File: config.mk
export PLATFORM = sky130hd
export DESIGN_NAME = leaf_bft_endpoint_flat
export DESIGN_NICKNAME = d
export VERILOG_FILES = /design/src/rtl/leaf_bft_endpoint_if.sv /design/src/rtl/leaf_bft_endpoint.sv /design/src/flat_wrapper.sv
export SDC_FILE = /design/constraint.sdc
export NUM_CORES = 1
export LEC_CHECK = 0
export ABC_CLOCK_PERIOD_IN_PS = 4400
export BUFFER_PORTS_ARGS = -buffer_cell sky130_fd_sc_hd__buf_2
export CAP_MARGIN = 20
export CORE_MARGIN = 1
export CORE_UTILIZATION = 58
export CTS_BUF_LIST = sky130_fd_sc_hd__clkbuf_8
export CTS_CLUSTER_SIZE = 28
export DETAILED_ROUTE_END_ITERATION = 8
export PLACE_DENSITY_LB_ADDON = 0.2
export RECOVER_POWER = 25
export SLEW_MARGIN = 10
export SYNTH_ARGS = -nofsm -noshare
export SYNTH_HDL_FRONTEND = slang
export SYNTH_SLANG_ARGS = --single-unit
File: constraint.sdc
create_clock -name clk_400 -period 4.4 [get_ports clk_400]
set_input_delay 0.22 -clock clk_400 [delete_from_list [all_inputs] [get_ports clk_400]]
set_output_delay 0.22 -clock clk_400 [all_outputs]
set_load 0.02 [all_outputs]
File: src/rtl/leaf_bft_endpoint_if.sv
`default_nettype none
// ============================================================================
// Module      : leaf_bft_endpoint_if
// Description : Buffered stream side of the leaf BFT endpoint.
//               TX stream (s_tx_*) carries outbound words into the endpoint;
//               RX stream (m_rx_*) presents inbound words to the consumer.
// Ports       : s_tx_data[31:0], s_tx_port[4:0], s_tx_valid, s_tx_ready
//               m_rx_data[31:0], m_rx_port[4:0], m_rx_valid, m_rx_ready
//               modport slave  : endpoint view
//               modport master : network / testbench view
// Revision    : 1.0 - initial release
// ============================================================================
interface leaf_bft_endpoint_if;
  logic [31:0] s_tx_data;
  logic [4:0]  s_tx_port;
  logic        s_tx_valid;
  logic        s_tx_ready;
  logic [31:0] m_rx_data;
  logic [4:0]  m_rx_port;
  logic        m_rx_valid;
  logic        m_rx_ready;

  modport slave (
    input  s_tx_data, s_tx_port, s_tx_valid,
    output s_tx_ready,
    output m_rx_data, m_rx_port, m_rx_valid,
    input  m_rx_ready
  );

  modport master (
    output s_tx_data, s_tx_port, s_tx_valid,
    input  s_tx_ready,
    input  m_rx_data, m_rx_port, m_rx_valid,
    output m_rx_ready
  );
endinterface
`default_nettype wire

File: src/rtl/leaf_bft_endpoint.sv
`default_nettype none
// ============================================================================
// Module      : leaf_bft_endpoint
// Description : Network-side endpoint of one BFT leaf. Drives 49-bit packets
//               into the page from a TX FIFO, buffers packets from the page
//               in an RX FIFO (drop + resend pulse when full), flags
//               misrouted packets and sequences ap_start after reset.
// Ports       : clk_400, reset_400 (async, active high)
//               dout_leaf_bft2interface[48:0] packets toward the page
//               din_leaf_interface2bft[48:0]  packets from the page
//               resend, ap_start, err_misroute
//               strm : leaf_bft_endpoint_if.slave (TX / RX streams)
// Packet      : [48] valid, [47:43] leaf, [42:38] port, [37:32] rsvd,
//               [31:0] payload
// Revision    : 1.0 - initial release
// ============================================================================
module leaf_bft_endpoint #(
  parameter logic [4:0] LEAF_ADDR   = 5'd0,
  parameter int         RX_DEPTH    = 16,
  parameter int         TX_DEPTH    = 16,
  parameter int         START_DELAY = 16
) (
  input  wire logic        clk_400,
  input  wire logic        reset_400,
  output logic [48:0]      dout_leaf_bft2interface,
  input  wire logic [48:0] din_leaf_interface2bft,
  output logic             resend,
  output logic             ap_start,
  leaf_bft_endpoint_if.slave strm,
  output logic             err_misroute
);

  localparam int c_tx_aw = $clog2(TX_DEPTH);
  localparam int c_tx_cw = c_tx_aw + 1;
  localparam int c_rx_aw = $clog2(RX_DEPTH);
  localparam int c_rx_cw = c_rx_aw + 1;
  localparam int c_sw    = $clog2(START_DELAY + 1);

  localparam logic [c_tx_cw-1:0] c_tx_depth = c_tx_cw'(TX_DEPTH);
  localparam logic [c_rx_cw-1:0] c_rx_depth = c_rx_cw'(RX_DEPTH);
  localparam logic [c_sw-1:0]    c_start    = c_sw'(START_DELAY);
  localparam logic [c_sw-1:0]    c_start_m1 = c_sw'(START_DELAY - 1);

  // ---------------------------------------------------------------- TX path
  logic [36:0]        r_tx_mem [TX_DEPTH];
  logic [c_tx_aw-1:0] r_tx_wr, r_tx_rd;
  logic [c_tx_cw-1:0] r_tx_count, w_tx_count_next;
  logic               r_tx_ready;
  logic [48:0]        r_dout;
  logic               w_tx_push, w_tx_pop;

  assign w_tx_push = strm.s_tx_valid && r_tx_ready;
  // The output register drains the FIFO every cycle it holds anything.
  assign w_tx_pop  = (r_tx_count != '0);

  always_comb begin
    w_tx_count_next = r_tx_count;
    case ({w_tx_push, w_tx_pop})
      2'b10:   w_tx_count_next = r_tx_count + c_tx_cw'(1);
      2'b01:   w_tx_count_next = r_tx_count - c_tx_cw'(1);
      default: w_tx_count_next = r_tx_count;
    endcase
  end

  always_ff @(posedge clk_400) begin
    if (w_tx_push) r_tx_mem[r_tx_wr] <= {strm.s_tx_port, strm.s_tx_data};
  end

  always_ff @(posedge clk_400 or posedge reset_400) begin
    if (reset_400) begin
      r_tx_wr    <= '0;
      r_tx_rd    <= '0;
      r_tx_count <= '0;
      r_tx_ready <= 1'b0;
      r_dout     <= '0;
    end else begin
      if (w_tx_push) r_tx_wr <= r_tx_wr + c_tx_aw'(1);
      if (w_tx_pop)  r_tx_rd <= r_tx_rd + c_tx_aw'(1);
      r_tx_count <= w_tx_count_next;
      // Registered so ready reads 0 during reset; tracks count < depth after.
      r_tx_ready <= (w_tx_count_next < c_tx_depth);
      r_dout     <= w_tx_pop ? {1'b1, LEAF_ADDR, r_tx_mem[r_tx_rd][36:32], 6'b0,
                                r_tx_mem[r_tx_rd][31:0]}
                             : 49'd0;
    end
  end

  assign dout_leaf_bft2interface = r_dout;
  assign strm.s_tx_ready         = r_tx_ready;

  // ---------------------------------------------------------------- RX path
  logic [36:0]        r_rx_mem [RX_DEPTH];
  logic [c_rx_aw-1:0] r_rx_wr, r_rx_rd;
  logic [c_rx_cw-1:0] r_rx_count, w_rx_count_next;
  logic               r_resend, r_err;
  logic               w_rx_hit, w_rx_miss, w_rx_full, w_rx_push, w_rx_pop;
  logic [5:0]         w_unused_rsvd;

  assign w_unused_rsvd = din_leaf_interface2bft[37:32];

  assign w_rx_hit  = din_leaf_interface2bft[48] &&
                     (din_leaf_interface2bft[47:43] == LEAF_ADDR);
  assign w_rx_miss = din_leaf_interface2bft[48] &&
                     (din_leaf_interface2bft[47:43] != LEAF_ADDR);
  // Fullness is taken before any same-cycle pop: a full FIFO drops even
  // when the consumer frees a slot on this edge.
  assign w_rx_full = (r_rx_count == c_rx_depth);
  assign w_rx_push = w_rx_hit && !w_rx_full;
  assign w_rx_pop  = (r_rx_count != '0) && strm.m_rx_ready;

  always_comb begin
    w_rx_count_next = r_rx_count;
    case ({w_rx_push, w_rx_pop})
      2'b10:   w_rx_count_next = r_rx_count + c_rx_cw'(1);
      2'b01:   w_rx_count_next = r_rx_count - c_rx_cw'(1);
      default: w_rx_count_next = r_rx_count;
    endcase
  end

  always_ff @(posedge clk_400) begin
    if (w_rx_push)
      r_rx_mem[r_rx_wr] <= {din_leaf_interface2bft[42:38], din_leaf_interface2bft[31:0]};
  end

  always_ff @(posedge clk_400 or posedge reset_400) begin
    if (reset_400) begin
      r_rx_wr    <= '0;
      r_rx_rd    <= '0;
      r_rx_count <= '0;
      r_resend   <= 1'b0;
      r_err      <= 1'b0;
    end else begin
      if (w_rx_push) r_rx_wr <= r_rx_wr + c_rx_aw'(1);
      if (w_rx_pop)  r_rx_rd <= r_rx_rd + c_rx_aw'(1);
      r_rx_count <= w_rx_count_next;
      r_resend   <= w_rx_hit && w_rx_full;
      if (w_rx_miss) r_err <= 1'b1;
    end
  end

  assign resend          = r_resend;
  assign err_misroute    = r_err;
  assign strm.m_rx_valid = (r_rx_count != '0);
  assign strm.m_rx_data  = r_rx_mem[r_rx_rd][31:0];
  assign strm.m_rx_port  = r_rx_mem[r_rx_rd][36:32];

  // --------------------------------------------------------------- ap_start
  logic [c_sw-1:0] r_start_cnt;
  logic            r_ap_start;

  always_ff @(posedge clk_400 or posedge reset_400) begin
    if (reset_400) begin
      r_start_cnt <= '0;
      r_ap_start  <= 1'b0;
    end else begin
      if (r_start_cnt != c_start) r_start_cnt <= r_start_cnt + c_sw'(1);
      // Rises together with the counter reaching START_DELAY.
      if (r_start_cnt == c_start_m1) r_ap_start <= 1'b1;
    end
  end

  assign ap_start = r_ap_start;

endmodule
`default_nettype wire

File: src/flat_wrapper.sv
// flat-port wrapper written by rule: the top's interface ports become plain ports
module leaf_bft_endpoint_flat 
#(
  parameter logic [4:0] LEAF_ADDR   = 5'd0,
  parameter int         RX_DEPTH    = 16,
  parameter int         TX_DEPTH    = 16,
  parameter int         START_DELAY = 16
)
  (clk_400, reset_400, dout_leaf_bft2interface, din_leaf_interface2bft, resend, ap_start, err_misroute, strm_s_tx_data, strm_s_tx_port, strm_s_tx_valid, strm_s_tx_ready, strm_m_rx_data, strm_m_rx_port, strm_m_rx_valid, strm_m_rx_ready);
  leaf_bft_endpoint_if strm_i ();
  input  wire logic clk_400;
  input  wire logic reset_400;
  output logic [48:0] dout_leaf_bft2interface;
  input  wire logic [48:0] din_leaf_interface2bft;
  output logic resend;
  output logic ap_start;
  output logic err_misroute;
  input wire logic [$bits(strm_i.s_tx_data)-1:0] strm_s_tx_data;
  input wire logic [$bits(strm_i.s_tx_port)-1:0] strm_s_tx_port;
  input wire logic [$bits(strm_i.s_tx_valid)-1:0] strm_s_tx_valid;
  output wire logic [$bits(strm_i.s_tx_ready)-1:0] strm_s_tx_ready;
  output wire logic [$bits(strm_i.m_rx_data)-1:0] strm_m_rx_data;
  output wire logic [$bits(strm_i.m_rx_port)-1:0] strm_m_rx_port;
  output wire logic [$bits(strm_i.m_rx_valid)-1:0] strm_m_rx_valid;
  input wire logic [$bits(strm_i.m_rx_ready)-1:0] strm_m_rx_ready;
  assign strm_i.s_tx_data = strm_s_tx_data;
  assign strm_i.s_tx_port = strm_s_tx_port;
  assign strm_i.s_tx_valid = strm_s_tx_valid;
  assign strm_s_tx_ready = strm_i.s_tx_ready;
  assign strm_m_rx_data = strm_i.m_rx_data;
  assign strm_m_rx_port = strm_i.m_rx_port;
  assign strm_m_rx_valid = strm_i.m_rx_valid;
  assign strm_i.m_rx_ready = strm_m_rx_ready;
  leaf_bft_endpoint #(.LEAF_ADDR(LEAF_ADDR), .RX_DEPTH(RX_DEPTH), .TX_DEPTH(TX_DEPTH), .START_DELAY(START_DELAY)) u_core (.clk_400(clk_400), .reset_400(reset_400), .dout_leaf_bft2interface(dout_leaf_bft2interface), .din_leaf_interface2bft(din_leaf_interface2bft), .resend(resend), .ap_start(ap_start), .strm(strm_i), .err_misroute(err_misroute));
endmodule
* After elaboration in Yosys (flattened, before gate mapping)
Memory sizes are Yosys's and may differ from the RTL's.
Cells that the tools add are included.
** Word-level totals
- Bits in registers :: 84
- RAM bits :: 1184
- Bits of input ports :: 90
- Output and inout bits :: 91
- Word-level logic and storage cells :: 50
- Memories kept :: 2
** Operators by class
- Add/subtract/negate cells :: 9
- Order comparisons :: 1
- Eq/ne operators :: 7
- Multiplexer cells :: 7
- Reduce and logical (&&, ||, !) cells :: 12
** Memory list
- u_core.r_rx_mem :: words 16, bits a word 37, rd ports 1, clocked after Yosys merged registers in 0, write ports 1, line leaf_bft_endpoint.sv:92 : logic [36:0] r_rx_mem [RX_DEPTH];
- u_core.r_tx_mem :: words 16, bits a word 37, rd ports 1, clocked after Yosys merged registers in 0, write ports 1, line leaf_bft_endpoint.sv:45 : logic [36:0] r_tx_mem [TX_DEPTH];
** Operators by type and width (count)
- $mux W49 :: 1
- $pmux W5 S2 :: 2
- $add A4 B1 Y4 const B :: 4
- $add A5 B1 Y5 const B :: 3
- $reduce_bool A5 Y1 :: 3
- $sub A5 B1 Y5 const B :: 2
- $logic_and A1 B1 Y1 :: 6
- $eq A5 B4 Y1 const B :: 1
- $eq A5 B5 Y1 const B :: 1
- $logic_not A5 Y1 :: 1
- $lt A5 B5 Y1 const B :: 1
- $ne A5 B5 Y1 const B :: 1
- $eq A2 B1 Y1 const B :: 2
- $eq A2 B2 Y1 const B :: 2
- $mux W1 :: 4
- $reduce_bool A2 Y1 :: 1
- $logic_not A1 Y1 :: 1

* Logic depth before layout (Yosys ltp)
- Word-level depth :: 5
- Gate-level depth with buffers :: 10

* Worst setup path before layout
Ideal clock, no wire load.
- Path kind :: input to register
- Start :: input din_leaf_interface2bft[44]
- End :: memory u_core.r_rx_mem[3][0] (enable)
- Library setup time :: 477 ps
- Data arrival time :: 4109 ps
- Data required time :: 3923 ps
- Path slack :: -186 ps
- Stages :: 4
- Path buffers :: 0
- Path through :: or4_1 a2111oi_4 nand2_1 nor3_1
** Between the ends
- Cells in the longest elaborated chain, start to end :: 5
** Ends and longest elaborated chain
- from (decl) :: line flat_wrapper.sv:14 : input wire logic [48:0] din_leaf_interface2bft;
- $logic_not A5 Y1 :: line leaf_bft_endpoint.sv:102 : (din_leaf_interface2bft[47:43] == LEAF_ADDR);
- $logic_and A1 B1 Y1 :: line leaf_bft_endpoint.sv:101 : assign w_rx_hit = din_leaf_interface2bft[48] &&
- $logic_and A1 B1 Y1 :: line leaf_bft_endpoint.sv:108 : assign w_rx_push = w_rx_hit && !w_rx_full;
- $mux W1 :: line leaf_bft_endpoint.sv:121 : if (w_rx_push)
- $mux W1 (implied by the code) :: line leaf_bft_endpoint.sv:122 : r_rx_mem[r_rx_wr] <= {din_leaf_interface2bft[42:38], din_leaf_interface2bft[31:0]};
- to (decl) :: line leaf_bft_endpoint.sv:92
No other way between the ends.

* Worst setup path after layout
- Start :: register u_core.r_rx_rd[0]
- End :: output strm_m_rx_data[15]
** Between the ends
- Cells in the longest elaborated chain, start to end :: 1
** Ends and longest elaborated chain
- from (decl) :: line leaf_bft_endpoint.sv:93 : logic [c_rx_aw-1:0] r_rx_wr, r_rx_rd;
- from (signal assigned) :: line leaf_bft_endpoint.sv:134 : if (w_rx_pop) r_rx_rd <= r_rx_rd + c_rx_aw'(1);
- $mem_v2 Z16 W37
- to (decl) :: line flat_wrapper.sv:22 : output wire logic [$bits(strm_i.m_rx_data)-1:0] strm_m_rx_data;
No other way between the ends.

==> metrics.yaml <==
logic_synthesis:
  synth_cell_types: 50
  seq_area_frac_synth_pct: 78.5
  synth_ff_type: "edfxtp_1"
  synth_edf_count: 1184
  postSynthAreaPerCell_um2: 22.9
  yosys_warnings: 0
  synthCells: 2077
  async_reset_ff_share_pct: 5.81
  ys_ff_latch: 1257
  synth_area_mm2: 0.0476
  yosysTopAreaCellShare_pct: 74.7
  synth.largest_area_cell: "edfxtp_1"
  synth_area_leaders: "edfxtp_1, mux4_2, dfrtp_1, a22oi_1, mux2_2"
floorplanning:
  die-area_mm2: 0.0832
  num_rows: 104
  die_h_um: 289
  die_x_um: 289
  pin_count: 181
  coreArea_mm2: 0.0809
  initial_core_util_pct: 58.8
setup_path:
  crit_buf_inv: 2
  startpoint_type: "flip-flop"
  timing_worst_setup_path_type: "reg2out"
  critPathCaptureType: "primary output"
  cpMaxStageDelayCell: "dfrtp_4"
  cpPeakStageDelay_ns: 0.95
  crit_fanout: 37
  r2r-start: "u_core.r_rx_count[0]"
  crit_chain: "buf_12, mux4_2, a22oi_1, nand2_1, buf_2"
  startpoint: "u_core.r_rx_rd[0]"
  arrival_ns: 3.31
  cp_top_family: "flip-flops"
  critPathRequiredTime_ns: 4.18
placement:
  dp_hpwl_mm: 51.8
  gp_congestion: 0.716
  port_buffers: 163
  dp_slack_ns: 1.06
  dp.cells: 3255
power:
  vdd_drop_max_uv: 393
  p_per_area_mw_per_mm2: 595
  p_leak_nw: 18.1
  power.total_mw: 32.4
cts:
  cts_setup_buffers: 0
  cts_resized: 0
  cts_tree: "built"
  h-tree-depth: 4
  cts_root_buf: "clkbuf_8"
  insertion_delay_ns: 0.84
  cts_buffers: 190
  cts.path.max_buffers: 3
  clkSlewWorstSetupHoldPaths_ns: 0.06
  clock_sinks: 1257
global_route:
  grt_usage_pct: 24.0
  grt_max_degree: 63
  gr-total-overflow: 0
  antenna_found_initial: 7
  grt_pass1_wl_mm: 145
  grt_pass1_vias: 23800
timing:
  post-route-period-util_pct: 80.3
  slew_viol_final: 0
  skew_ns: 0.0488
  tightest_slew_ns: 1.13
  whs_ns: 0.0615
  fmaxAchievable_ghz: 0.283
  rsz0062_at_grt: "no"
  setup_ws_ns: 0.867
  hold_viol: 0
  slew-limit-headroom_pct: 24.7
  period_needed_ns: 3.53
  tns_ns: 0
  setup_violations: 0
final_layout:
  final_cells: 3697
  seqCellArea_mm2: 0.0374
  multi_input_area_mm2: 0.00993
  fill_cells: 5149
  nets: 2583
  drive_gt1_share_pct: 30.5
  areaGrowthSynthToFinish_pct: 14.5
route:
  route.met2.wl_mm: 50.9
  viasPerCell: 6.04
  drt_iter0_markers: 1998
  wl_mm: 96.9
  drt_pass1_iterations: 7
  routed-via-count: 22300
  wl_met1_mm: 38.3
  wl_met3_mm: 5.57
  wl_per_cell_um: 26.2
  ant_nets: 0
  remaining_drc_errors: 26
  highest_layer: "met5"
min_path:
  hp-class: "in2async"
outcome:
  status: "finished, violations left"
  violations: "DRC"
run:
  drv_cap: 0
cell type report:
| class | instances | share of cell area [%] |
|---|---|---|
| antenna | 4 | 0.0184 |
| clock buffer | 204 | 5.15 |
| clock inverter | 151 | 1.42 |
| inverter | 18 | 0.129 |
| multi-input combinational | 697 | 18.2 |
| sequential | 1257 | 68.6 |
| tap | 1060 | 2.43 |
| timing repair buffer | 306 | 4.04 |
flip-flops by register name, indices dropped and copies added (netlist names), named ones only:
| name | count |
|---|---|
| u_core.r_start_cnt | 5 |
| u_core.dout_leaf_bft2interface | 38 |
| u_core.r_rx_mem | 592 |
| u_core.strm.s_tx_ready | 1 |
| u_core.r_rx_wr | 4 |
| u_core.r_tx_rd | 4 |
| u_core.r_tx_count | 4 |
| u_core.r_tx_mem | 592 |
| u_core.ap_start | 1 |
| u_core.err_misroute | 1 |
| u_core.r_tx_wr | 4 |
| u_core.r_rx_count | 5 |
| u_core.resend | 1 |
| u_core.r_rx_rd | 4 |
cells in the mapped netlist (21+ instances only):
master and instances:
clkbuf_1 61, mux4_2 296, nor2_1 29, a221o_1 37
a22oi_1 74, dfrtp_1 73, and2b_1 29, buf_2 25
ha_1 21, mux2_2 40, nand2_1 62, edfxtp_1 1184
worst paths after layout:
check	to	slack [ns]	cells past startpoint
max	strm_m_rx_data[15]	0.87	5
min	u_core.dout_leaf_bft2interface[6]	0.06	3
max reg2reg	u_core.r_rx_count[4]	1.06	7
min reg2reg	u_core.ap_start	0.46	1
max in group asynchronous	u_core.r_rx_count[3]	3.36	4
min in group clk_400	u_core.err_misroute	0.30	4
worst min-delay path: stages:
cell	delay [ns]
dlygate4sd3_1	0.53
buf_2	0.13
inv_4	0.51
power by group:
group	switching, mW	internal, mW
sequential	0.788	13.8
clock	4.38	4.45
combinational	4.72	4.26
layer usage:
metal	global-route usage [%]	up-vias
li1	-	9549
met1	31.2	11900
met2	41.2	735
met3	4.58	167
met4	7.76	8
met5	0	-
what timing repair did:
action / 4_1_cts / 5_1_grt
hold endpoints to repair: 1246 / 0
hold buffers: 83 / 0
endpoints found under the setup margin: 0 / 0
metrics by stage:
stage                     instance area, um^2  util (%)
after floorplan                         47700         -
after global placement                  50200      62.0
after detailed placement                50200      62.0
after CTS                               54600      67.4
after global routing                    54500      67.3
final                                   54500      67.4
cells by family after synthesis:
kind of cell             synth area share [%]
other                                 0.00788
buffers and inverters                    1.30
flip-flops                               78.5
XOR/XNOR                                0.386
AND/OR/NAND/NOR                          1.88
AO/OA/AOI/OAI                            2.31
adder cells (fa/ha/maj)                 0.636
multiplexers                             15.0
placed cells by master (no fill, tap or decap), types with 9 or more instances in the layout:
cell	synthesis	routed
ha_1	21	21
a221o_1	37	37
o21ai_0	9	9
nand2_1	62	62
mux4_2	296	296
dlygate4sd3_1	0	83
nor2b_1	12	10
clkinv_1	0	41
a22oi_1	74	74
xnor2_1	18	18
clkinv_2	0	21
and2b_1	29	29
clkbuf_8	0	204
buf_4	13	47
conb_1	1	11
dfrtp_1	73	68
edfxtp_1	1184	1184
buf_2	25	116
clkbuf_1	61	47
mux2_2	40	40
buf_12	0	13
inv_1	17	89
nor2_4	0	26
(Power assumes the default switching activity.)
